**config.mk**
```make
export PLATFORM = sky130hd
export DESIGN_NAME = pdu_run_ctrl
export DESIGN_NICKNAME = d
export VERILOG_FILES = /design/src/rtl/pdu_run_ctrl.sv
export SDC_FILE = /design/constraint.sdc
export NUM_CORES = 1
export LEC_CHECK = 0
export BUFFER_PORTS_ARGS = -buffer_cell sky130_fd_sc_hd__buf_2
export CORE_UTILIZATION = 38
export DETAILED_ROUTE_END_ITERATION = 8
export SLEW_MARGIN = 20
export SYNTH_ARGS = -nofsm -noshare
export SYNTH_HDL_FRONTEND = slang
export SYNTH_SLANG_ARGS = --single-unit
```
**constraint.sdc**
```tcl
create_clock -name clk -period 4.1 [get_ports clk]
set_input_delay 0 -clock clk [delete_from_list [all_inputs] [get_ports clk]]
set_output_delay 0 -clock clk [all_outputs]
set_load 0.005 [all_outputs]
```
**src/rtl/pdu_run_ctrl.sv**
```systemverilog
`timescale 1ns/1ps
// Debug run-mode controller: sequences CPU clock enables for single-step, N-step and
// continuous run, halting on programmable PC breakpoints or a forced halt.
module pdu_run_ctrl #(
    parameter int NBRK = 4,
    parameter int AW   = 32,
    parameter int SW   = 16,
    localparam int IW  = (NBRK > 1) ? $clog2(NBRK) : 1
) (
    input  logic          clk,
    input  logic          rstn,
    input  logic          step_p,
    input  logic          cont_p,
    input  logic          halt_p,
    input  logic [SW-1:0] step_n,
    input  logic          brk_we,
    input  logic [IW-1:0] brk_sel,
    input  logic [AW-1:0] brk_wdata,
    input  logic          brk_wen,
    input  logic [AW-1:0] pc,
    input  logic          cnt_clr,
    output logic          cpu_en,
    output logic          stop,
    output logic [1:0]    state,
    output logic          hit,
    output logic [IW-1:0] hit_idx,
    output logic [31:0]   inst_cnt
);

    localparam logic [1:0] ST_STOP = 2'b00;
    localparam logic [1:0] ST_STEP = 2'b01;
    localparam logic [1:0] ST_RUN  = 2'b10;

    logic [1:0]      state_r;
    logic [1:0]      state_nx;
    logic [AW-1:0]   brk_addr [NBRK];
    logic [NBRK-1:0] brk_en;
    logic [NBRK-1:0] brk_m;
    logic            any_m;
    logic [IW-1:0]   m_idx;
    logic            first_r;
    logic [SW-1:0]   step_cnt;
    logic            stop_now;
    logic            active;
    logic            entering;
    logic            hit_set;

    // Breakpoint table; a write takes effect from the cycle after the edge.
    always_ff @(posedge clk or negedge rstn) begin
        if (!rstn) begin
            for (int i = 0; i < NBRK; i++) begin
                brk_addr[i] <= '0;
            end
            brk_en <= '0;
        end else if (brk_we && (int'(brk_sel) < NBRK)) begin
            brk_addr[brk_sel] <= brk_wdata;
            brk_en[brk_sel]   <= brk_wen;
        end
    end

    always_comb begin
        brk_m = '0;
        for (int i = 0; i < NBRK; i++) begin
            brk_m[i] = brk_en[i] & (brk_addr[i] == pc);
        end
    end

    assign any_m = |brk_m;

    // Scan downward so the lowest matching entry is the one left in m_idx.
    always_comb begin
        m_idx = '0;
        for (int i = NBRK - 1; i >= 0; i--) begin
            if (brk_m[i]) m_idx = IW'(i);
        end
    end

    // step_p/cont_p/halt_p are single-cycle strobes sampled at the clk edge.
    assign stop_now = halt_p | (any_m & ~first_r);
    assign active   = (state_r == ST_STEP) | (state_r == ST_RUN);
    assign entering = (state_r == ST_STOP) & (state_nx != ST_STOP);
    assign hit_set  = active & any_m & ~first_r;

    always_ff @(posedge clk or negedge rstn) begin
        if (!rstn) begin
            state_r <= ST_STOP;
        end else begin
            state_r <= state_nx;
        end
    end

    always_comb begin
        state_nx = state_r;
        case (state_r)
            ST_STOP: begin
                if (step_p) begin
                    state_nx = ST_STEP;
                end else if (cont_p) begin
                    state_nx = ST_RUN;
                end
            end
            ST_STEP: begin
                if (stop_now) begin
                    state_nx = ST_STOP;
                end else if (step_cnt == SW'(1)) begin
                    state_nx = ST_STOP;
                end
            end
            ST_RUN: begin
                if (stop_now) begin
                    state_nx = ST_STOP;
                end
            end
            default: state_nx = ST_STOP;
        endcase
    end

    // Combinational enable: the instruction sitting at a breakpoint PC is not executed.
    always_comb begin
        cpu_en = (state_r != ST_STOP) & ~stop_now;
        stop   = (state_r == ST_STOP);
        state  = state_r;
    end

    always_ff @(posedge clk or negedge rstn) begin
        if (!rstn) begin
            step_cnt <= '0;
        end else if ((state_r == ST_STOP) && step_p) begin
            step_cnt <= (step_n == '0) ? SW'(1) : step_n;
        end else if ((state_r == ST_STEP) && cpu_en) begin
            step_cnt <= step_cnt - SW'(1);
        end
    end

    // First-cycle suppression lets a run or step leave a breakpoint PC.
    always_ff @(posedge clk or negedge rstn) begin
        if (!rstn) begin
            first_r <= 1'b0;
        end else if (entering) begin
            first_r <= 1'b1;
        end else if (cpu_en) begin
            first_r <= 1'b0;
        end
    end

    always_ff @(posedge clk or negedge rstn) begin
        if (!rstn) begin
            hit     <= 1'b0;
            hit_idx <= '0;
        end else begin
            hit <= hit_set;
            if (hit_set) begin
                hit_idx <= m_idx;
            end
        end
    end

    always_ff @(posedge clk or negedge rstn) begin
        if (!rstn) begin
            inst_cnt <= '0;
        end else if (cnt_clr) begin
            inst_cnt <= '0;
        end else if (cpu_en) begin
            inst_cnt <= inst_cnt + 32'd1;
        end
    end

endmodule
```
==> results of run 1 <==
## synthesized netlist by cell type (all sizes together) (3+ instances only)
master	n
nor3	8
nand3b	3
and3	10
and4	5
nor4b	3
nand3	33
nand4b	3
xnor2	42
xor2	84
o41ai	3
inv	11
nand2	27
buf	11
clkbuf	31
nor4	40
mux2	134
or4	42
o21ai	13
ha	7
and2	4
nor2	20
o31ai	32
a31oi	14
a21oi	33
or3	20
nand4	23
a221oi	3
dfrtp	186
nand2b	8
## metal layers
layer	GRT usage [%]	wire length, um
met4	6.46	552
met3	4.34	1480
met1	29.3	12700
met2	33.1	12600
met5	0	0
## worst register-to-register path, cell delays in order (launching register included)
cell and delay [ns]:
dfrtp_1 0.39, xor2_1 0.20, nor4_1 0.43, nand4_1 0.18, or4_4 0.60, a41oi_4 0.24, buf_12 0.33, or3_1 0.24
a221oi_1 0.07, dlygate4sd3_1 0.56
## cells by family after synthesis
kind of cell	after synthesis	share of synthesized area, %
AOI/OAI and AO/OA	107	7.34
xor gates and xnor gates	126	11.1
adders and majority gates	7	0.884
buffers and inverters	53	2.68
DFF	186	47.0
muxes	135	15.3
and+or+nand+nor	256	15.6
## layout make-up
type	count	area [um^2]	area share, %
antenna	1	2.50	0.0209
clock buffer	18	429	3.58
clock inverter	14	150	1.25
inverter	11	41.3	0.345
multi-input combinational	631	5000	41.8
sequential	186	4650	38.9
tap	330	413	3.45
timing repair buffer	192	1280	10.7
## state kept, by name, summed over array words and instances (netlist names)
name / flops
inst_cnt: 32
hit_idx: 2
first_r: 1
hit: 1
state: 2
step_cnt: 16
brk_en: 4
brk_addr: 128
## power by group
part | switching (W) | total, W | internal, W
combinational | 0.000737 | 0.00133 | 0.000598
clock | 0.000823 | 0.00164 | 0.000814
sequential | 0.000266 | 0.00244 | 0.00217
## how the worst max path moves through the flow
stage | startpoint | endpoint | slack, ns | cells after the start
2_1_floorplan | brk_addr[71] | hit_idx[0] | 1.69 | 9
3_3_place_gp | brk_addr[88] | hit_idx[1] | 1.28 | 8
3_5_place_dp | brk_addr[16] | hit_idx[0] | 1.22 | 8
4_1_cts | brk_addr[107] | state[1] | 0.79 | 9
5_1_grt | brk_addr[16] | state[1] | 0.65 | 9
6_report | brk_addr[16] | state[1] | 0.74 | 9
## repair_timing
item                                    4_1_cts  5_1_grt
endpoints found under the setup margin        0        0
endpoints found under the hold margin       234        0
hold buffers                                 55        0
gates resized for setup                       0        0
## metrics by stage
step | util, % | hold WS (ns) | power (W) | setup WS [ns]
6_report | 47.1 | 0.0828 | 0.00541 | 0.742
5_1_grt | 47.1 | 0.0946 | 0.00569 | 0.655
4_1_cts | 47.1 | 0.0838 | 0.00545 | 0.793
3_5_place_dp | 42.7 | 0.125 | 0.00375 | 1.22
3_3_place_gp | 42.7 | 0.112 | 0.00372 | 1.28
2_1_floorplan | - | -0.296 | 0.00325 | 1.69
==> flow_summary.toml, run 1 <==
[status]
status = "complete, no violations"

[setup_path]
worst-setup-path-type = "flip-flop to flip-flop"
cp_arrival_ns = 3.67
ff2ff_path_depth = 9
worst_setup_path_start_kind = "flip-flop"
cp_data_required_time_ns = 4.41
path_delay_family = "simple AND/OR/NAND/NOR gates"
worstReg2RegEnd = "state[1]"
critPathCaptureType = "flip-flop"
cpMaxStageDelayCell = "or4_4"
worstReg2RegStart = "brk_addr[16]"
timing.critical_path.buf_inv = 2
critical-path-max-stage-delay_ns = 0.60
crit_path_cell_trace = "xor2_1 > nor4_1 > nand4_1 > or4_4 > a41oi_4 > buf_12 > or3_1 > a221oi_1 > dlygate4sd3_1"
reg2reg_setup_slack_ns = 0.74
cp_max_fo = 93

[clocking]
clock_sink_count = 186
htree_levels = 4
clk_transition_reported_paths_ns = 0.08
cts_root_buf = "clkbuf_16"
cts_made_buffers = 17
cts.repair_timing.setup_buffer_count = 0
ctsLongestPathBuffers = 2
clk_latency_ns = 0.45
tritoncts_clock_tree = "built"

[min_path]
timing.hold.worst_endpoint = "inst_cnt[21]"
min_delay_path_depth = 2
kind_of_path_behind_the_tightest_hold_check = "input pin to flip-flop"
worstHoldStart = "cnt_clr"

[timing]
worst_clock_skew_ns = 0.0206
setup_total_negative_slack_ns = 0
period_minus_slack_ns = 3.36
finalMaxSlewViolations = 0
final_min_period_over_clock_period_pct = 81.9
setup_violations = 0
worst_slew_margin_rel_pct = 27.8
finalHoldViolCount = 0
grt_setup_unrepaired = "false"
fmax_mhz = 298
tightestPinTransition_ns = 1.08

[floorplan]
core_area_mm2 = 0.0254
die_width_um = 163
die_span_y_um = 163
ios = 129
placement_rows = 58
fp.dieArea_mm2 = 0.0267
initial_core_util_pct = 39.0

[synthesis]
synth_flop_cell = "dfrtp_1"
netlist_instances = 870
yosysWarnings = 0
syn_area_per_cell_um2 = 11.4
synth_top_area_share_pct = 47.0
yosys-top-cells-area = "dfrtp_1 47%, mux2_2 15%, xor2_1 7.4%"
synth_top_area_cell = "dfrtp_1"
async_flop_share_pct = 100
mappedNetlistNets = 967
syn_area_mm2 = 0.00990
synth_edf_count = 0
synth_seq_cells = 186
yosysSeqAreaShare_pct = 47.0
ys_types = 53

[placed_design]
postPlaceCellArea_mm2 = 0.0108
place.port_buffers = 128
dp.cells = 1295
half_perimeter_wire_length_after_detailed_placement_mm = 19.5
place.gp.congestion = 0.950

[finish]
drive_above_1_share_pct = 29.9
layout_common_cells = "186 x dfrtp_1, 132 x mux2_2, 127 x buf_2, 84 x xor2_1, 55 x dlygate4sd3_1"
finish.instance_area_mm2 = 0.0120
layout_commonest_cell = "dfrtp_1"
synthToLayoutAreaGrowth_pct = 20.9
finish.cell_count_without_fillers = 1383
final.fill_count = 2400
final_nets = 1136

[power]
peakVddDrop_uv = 340
cellPowerDensity_mw_per_mm2 = 452
reported_leakage_power_nw = 4.94

[detailed_routing]
wire_length_per_cell_after_detailed_routing_um = 19.8
routed_wirelength_mm = 27.4
routed-via-count = 7670
drc = 0
post_route_antenna_net_violation_count = 0
first_iter_violations = 595
first_pass_iters = 5
post_drt_via_cell_ratio = 5.55

[grt]
globalRouteOverflowTotal = 0
largest_net_degree_at_the_start_of_global_routing = 94
grt_pass1_wl_mm = 42.5
grt_util_all_layers_pct = 21.2
antenna_found_initial = 1
grt_pass1_vias = 7447

[job]
cap_violations = 0
Note: power is estimated with default switching activity, not from simulation.
==> inputs of run 2 (changes only) <==
==> constraint.sdc (replaced) <==
create_clock -name clk -period 3.4 [get_ports clk]
set_input_delay 0 -clock clk [delete_from_list [all_inputs] [get_ports clk]]
set_output_delay 0 -clock clk [all_outputs]
set_load 0.005 [all_outputs]
==> run 2 against run 1 <==
Effect of this change: wire length grew 0.81%; combinational power grew 22%; first-iteration DRC count shrank 2.5%; die area is the same; critical endpoint is now cpu_en.
==> flow_summary.toml, run 2 (same netlist as run 1, synthesis figures left out) <==
[timing]
finalHoldViolCount = 0
tightestPinTransition_ns = 0.718
worst_clock_skew_ns = 0.0160
final_min_period_over_clock_period_pct = 91.8
finalMaxSlewViolations = 0
setup_total_negative_slack_ns = 0
setup_violations = 0
worst_slew_margin_rel_pct = 52.1
grt_setup_unrepaired = "false"
fmax_mhz = 321
period_minus_slack_ns = 3.12

[floorplan]
ios = 129
core_area_mm2 = 0.0254
initial_core_util_pct = 39.0
placement_rows = 58
fp.dieArea_mm2 = 0.0267
die_width_um = 163
die_span_y_um = 163

[finish]
drive_above_1_share_pct = 30.5
area.sequential_mm2 = 0.00465
layout_commonest_cell = "dfrtp_1"
largest_reg_flops = 128
layout_common_cells = "186 x dfrtp_1, 132 x mux2_2, 127 x buf_2, 84 x xor2_1, 55 x dlygate4sd3_1"
largest_register = "brk_addr"
final_nets = 1144
final.fill_count = 2398
reg_top3 = "brk_addr (128), inst_cnt (32), step_cnt (16)"
multi_input_area_mm2 = 0.00500
synthToLayoutAreaGrowth_pct = 21.7

[detailed_routing]
wire_length_per_cell_after_detailed_routing_um = 19.8
routed_wirelength_mm = 27.6
first_iter_violations = 580
drc = 0
post_drt_via_cell_ratio = 5.58
post_route_antenna_net_violation_count = 0
first_pass_iters = 6
routed-via-count = 7768

[setup_path]
cp_data_required_time_ns = 3.40
cp_arrival_ns = 3.12
worst_setup_path_start_kind = "flip-flop"
critical-path-max-stage-delay_ns = 0.64
first_element_of_the_critical_path = "brk_addr[120]"
crit_path_cell_trace = "xor2_1 > nor4_1 > nand4_1 > or4_1 > a41oi_4 > buf_12 > buf_12 > nor2_1 > buf_2"
cp_max_fo = 43
worst-setup-path-type = "flip-flop to primary output"
critPathCaptureType = "primary output"
worstReg2RegStart = "brk_addr[120]"
cpMaxStageDelayCell = "or4_1"
critical-path-top-cell-by-count = "buf_12"

[placed_design]
half_perimeter_wire_length_after_detailed_placement_mm = 19.7
place.port_buffers = 128
place.gp.congestion = 0.923

[grt]
globalRouteOverflowTotal = 0
grt_pass1_vias = 7387
largest_net_degree_at_the_start_of_global_routing = 83
antenna_found_initial = 2
grt_util_all_layers_pct = 21.4
grt_pass1_wl_mm = 43.1

[clocking]
tritoncts_clock_tree = "built"
clock_sink_count = 186
post_cts_resize_count = 0
htree_levels = 4
clk_transition_reported_paths_ns = 0.08
cts_root_buf = "clkbuf_16"
clk_latency_ns = 0.44
cts_made_buffers = 17
ctsLongestPathBuffers = 2

[power]
peakVddDrop_uv = 352
post-layout-total-power_w = 0.00650
cellPowerDensity_mw_per_mm2 = 540
reported_leakage_power_nw = 4.98

[status]
status = "complete, no violations"

[min_path]
worstHoldStart = "cnt_clr"
kind_of_path_behind_the_tightest_hold_check = "input pin to flip-flop"

[job]
cap_violations = 0
==> run 2: cell count changes in the layout (fill, tap and decap cells not counted) <==
cell | previous run | this run
buf_4 | 8 | 13
clkinv_8 | 3 | 1
clkinvlp_4 | 1 | 3
clkinv_4 | 3 | 1
buf_12 | 1 | 4
inv_6 | 2 | 5
inv_8 | 4 | 3
==> run 2: area by class of cell <==
class	instances	share of cell area, %
diodes	1	0.0208
clock buffers	18	3.56
clock inverters	14	1.08
inverters	11	0.343
multi-input cells	631	41.5
flip-flops and latches	186	38.6
well taps	330	3.43
repair buffers	200	11.4
==> run 2: path summary, 6_finish.rpt <==
path                                end  slack (ns)  depth (start not counted)
setup / recovery                 cpu_en        0.28                          9
hold / removal             inst_cnt[29]        0.10                          2
setup reg to reg               state[1]        0.28                          9
hold reg to reg            brk_addr[68]        0.53                          1
max in group asynchronous   inst_cnt[4]        2.36                          3
min in group asynchronous       first_r        0.16                          2
==> run 2: through the flow <==
step / setup WS (ns) / util (%) / std cells / hold WS [ns] / cell area, um^2
2_1_floorplan: 0.988 / - / 870 / -0.296 / 9900
3_3_place_gp: 0.481 / 42.9 / 1300 / 0.0971 / 10900
3_5_place_dp: 0.452 / 42.9 / 1300 / 0.0958 / 10900
4_1_cts: 0.0766 / 47.3 / 1387 / 0.0967 / 12000
5_1_grt: 0.114 / 47.4 / 1390 / 0.110 / 12000
6_report: 0.280 / 47.4 / 1391 / 0.102 / 12100
==> run 2: power by group <==
part	switching (W)	internal, W	leakage, nW
logic	0.000891	0.000728	2.45
registers	0.000329	0.00262	2.27
clock network	0.000965	0.000969	0.267
==> run 2: per-layer routing <==
layer / global-route usage, % / wire, um / up-vias
met2: 32.7 / 12600 / 233
li1: - / - / 3622
met5: 0 / 13 / -
met4: 6.41 / 535 / 2
met3: 4.57 / 1540 / 40
met1: 30.2 / 12900 / 3871
==> run 2: critical path: cells and delay by family, from the launching register on <==
| kind | cells | cell delay, ns |
|---|---|---|
| and+or+nand+nor | 4 | 1.28 |
| buffers and inverters | 3 | 0.51 |
| DFF | 1 | 0.39 |
| AOI/OAI and AO/OA | 1 | 0.27 |
| xor gates and xnor gates | 1 | 0.21 |
==> run 2: what timing repair did <==
action | in CTS | in global routing
hold endpoints to repair | 231 | 0
hold buffers | 55 | 0
setup endpoints to repair | 0 | 2
setup buffers | 0 | 3
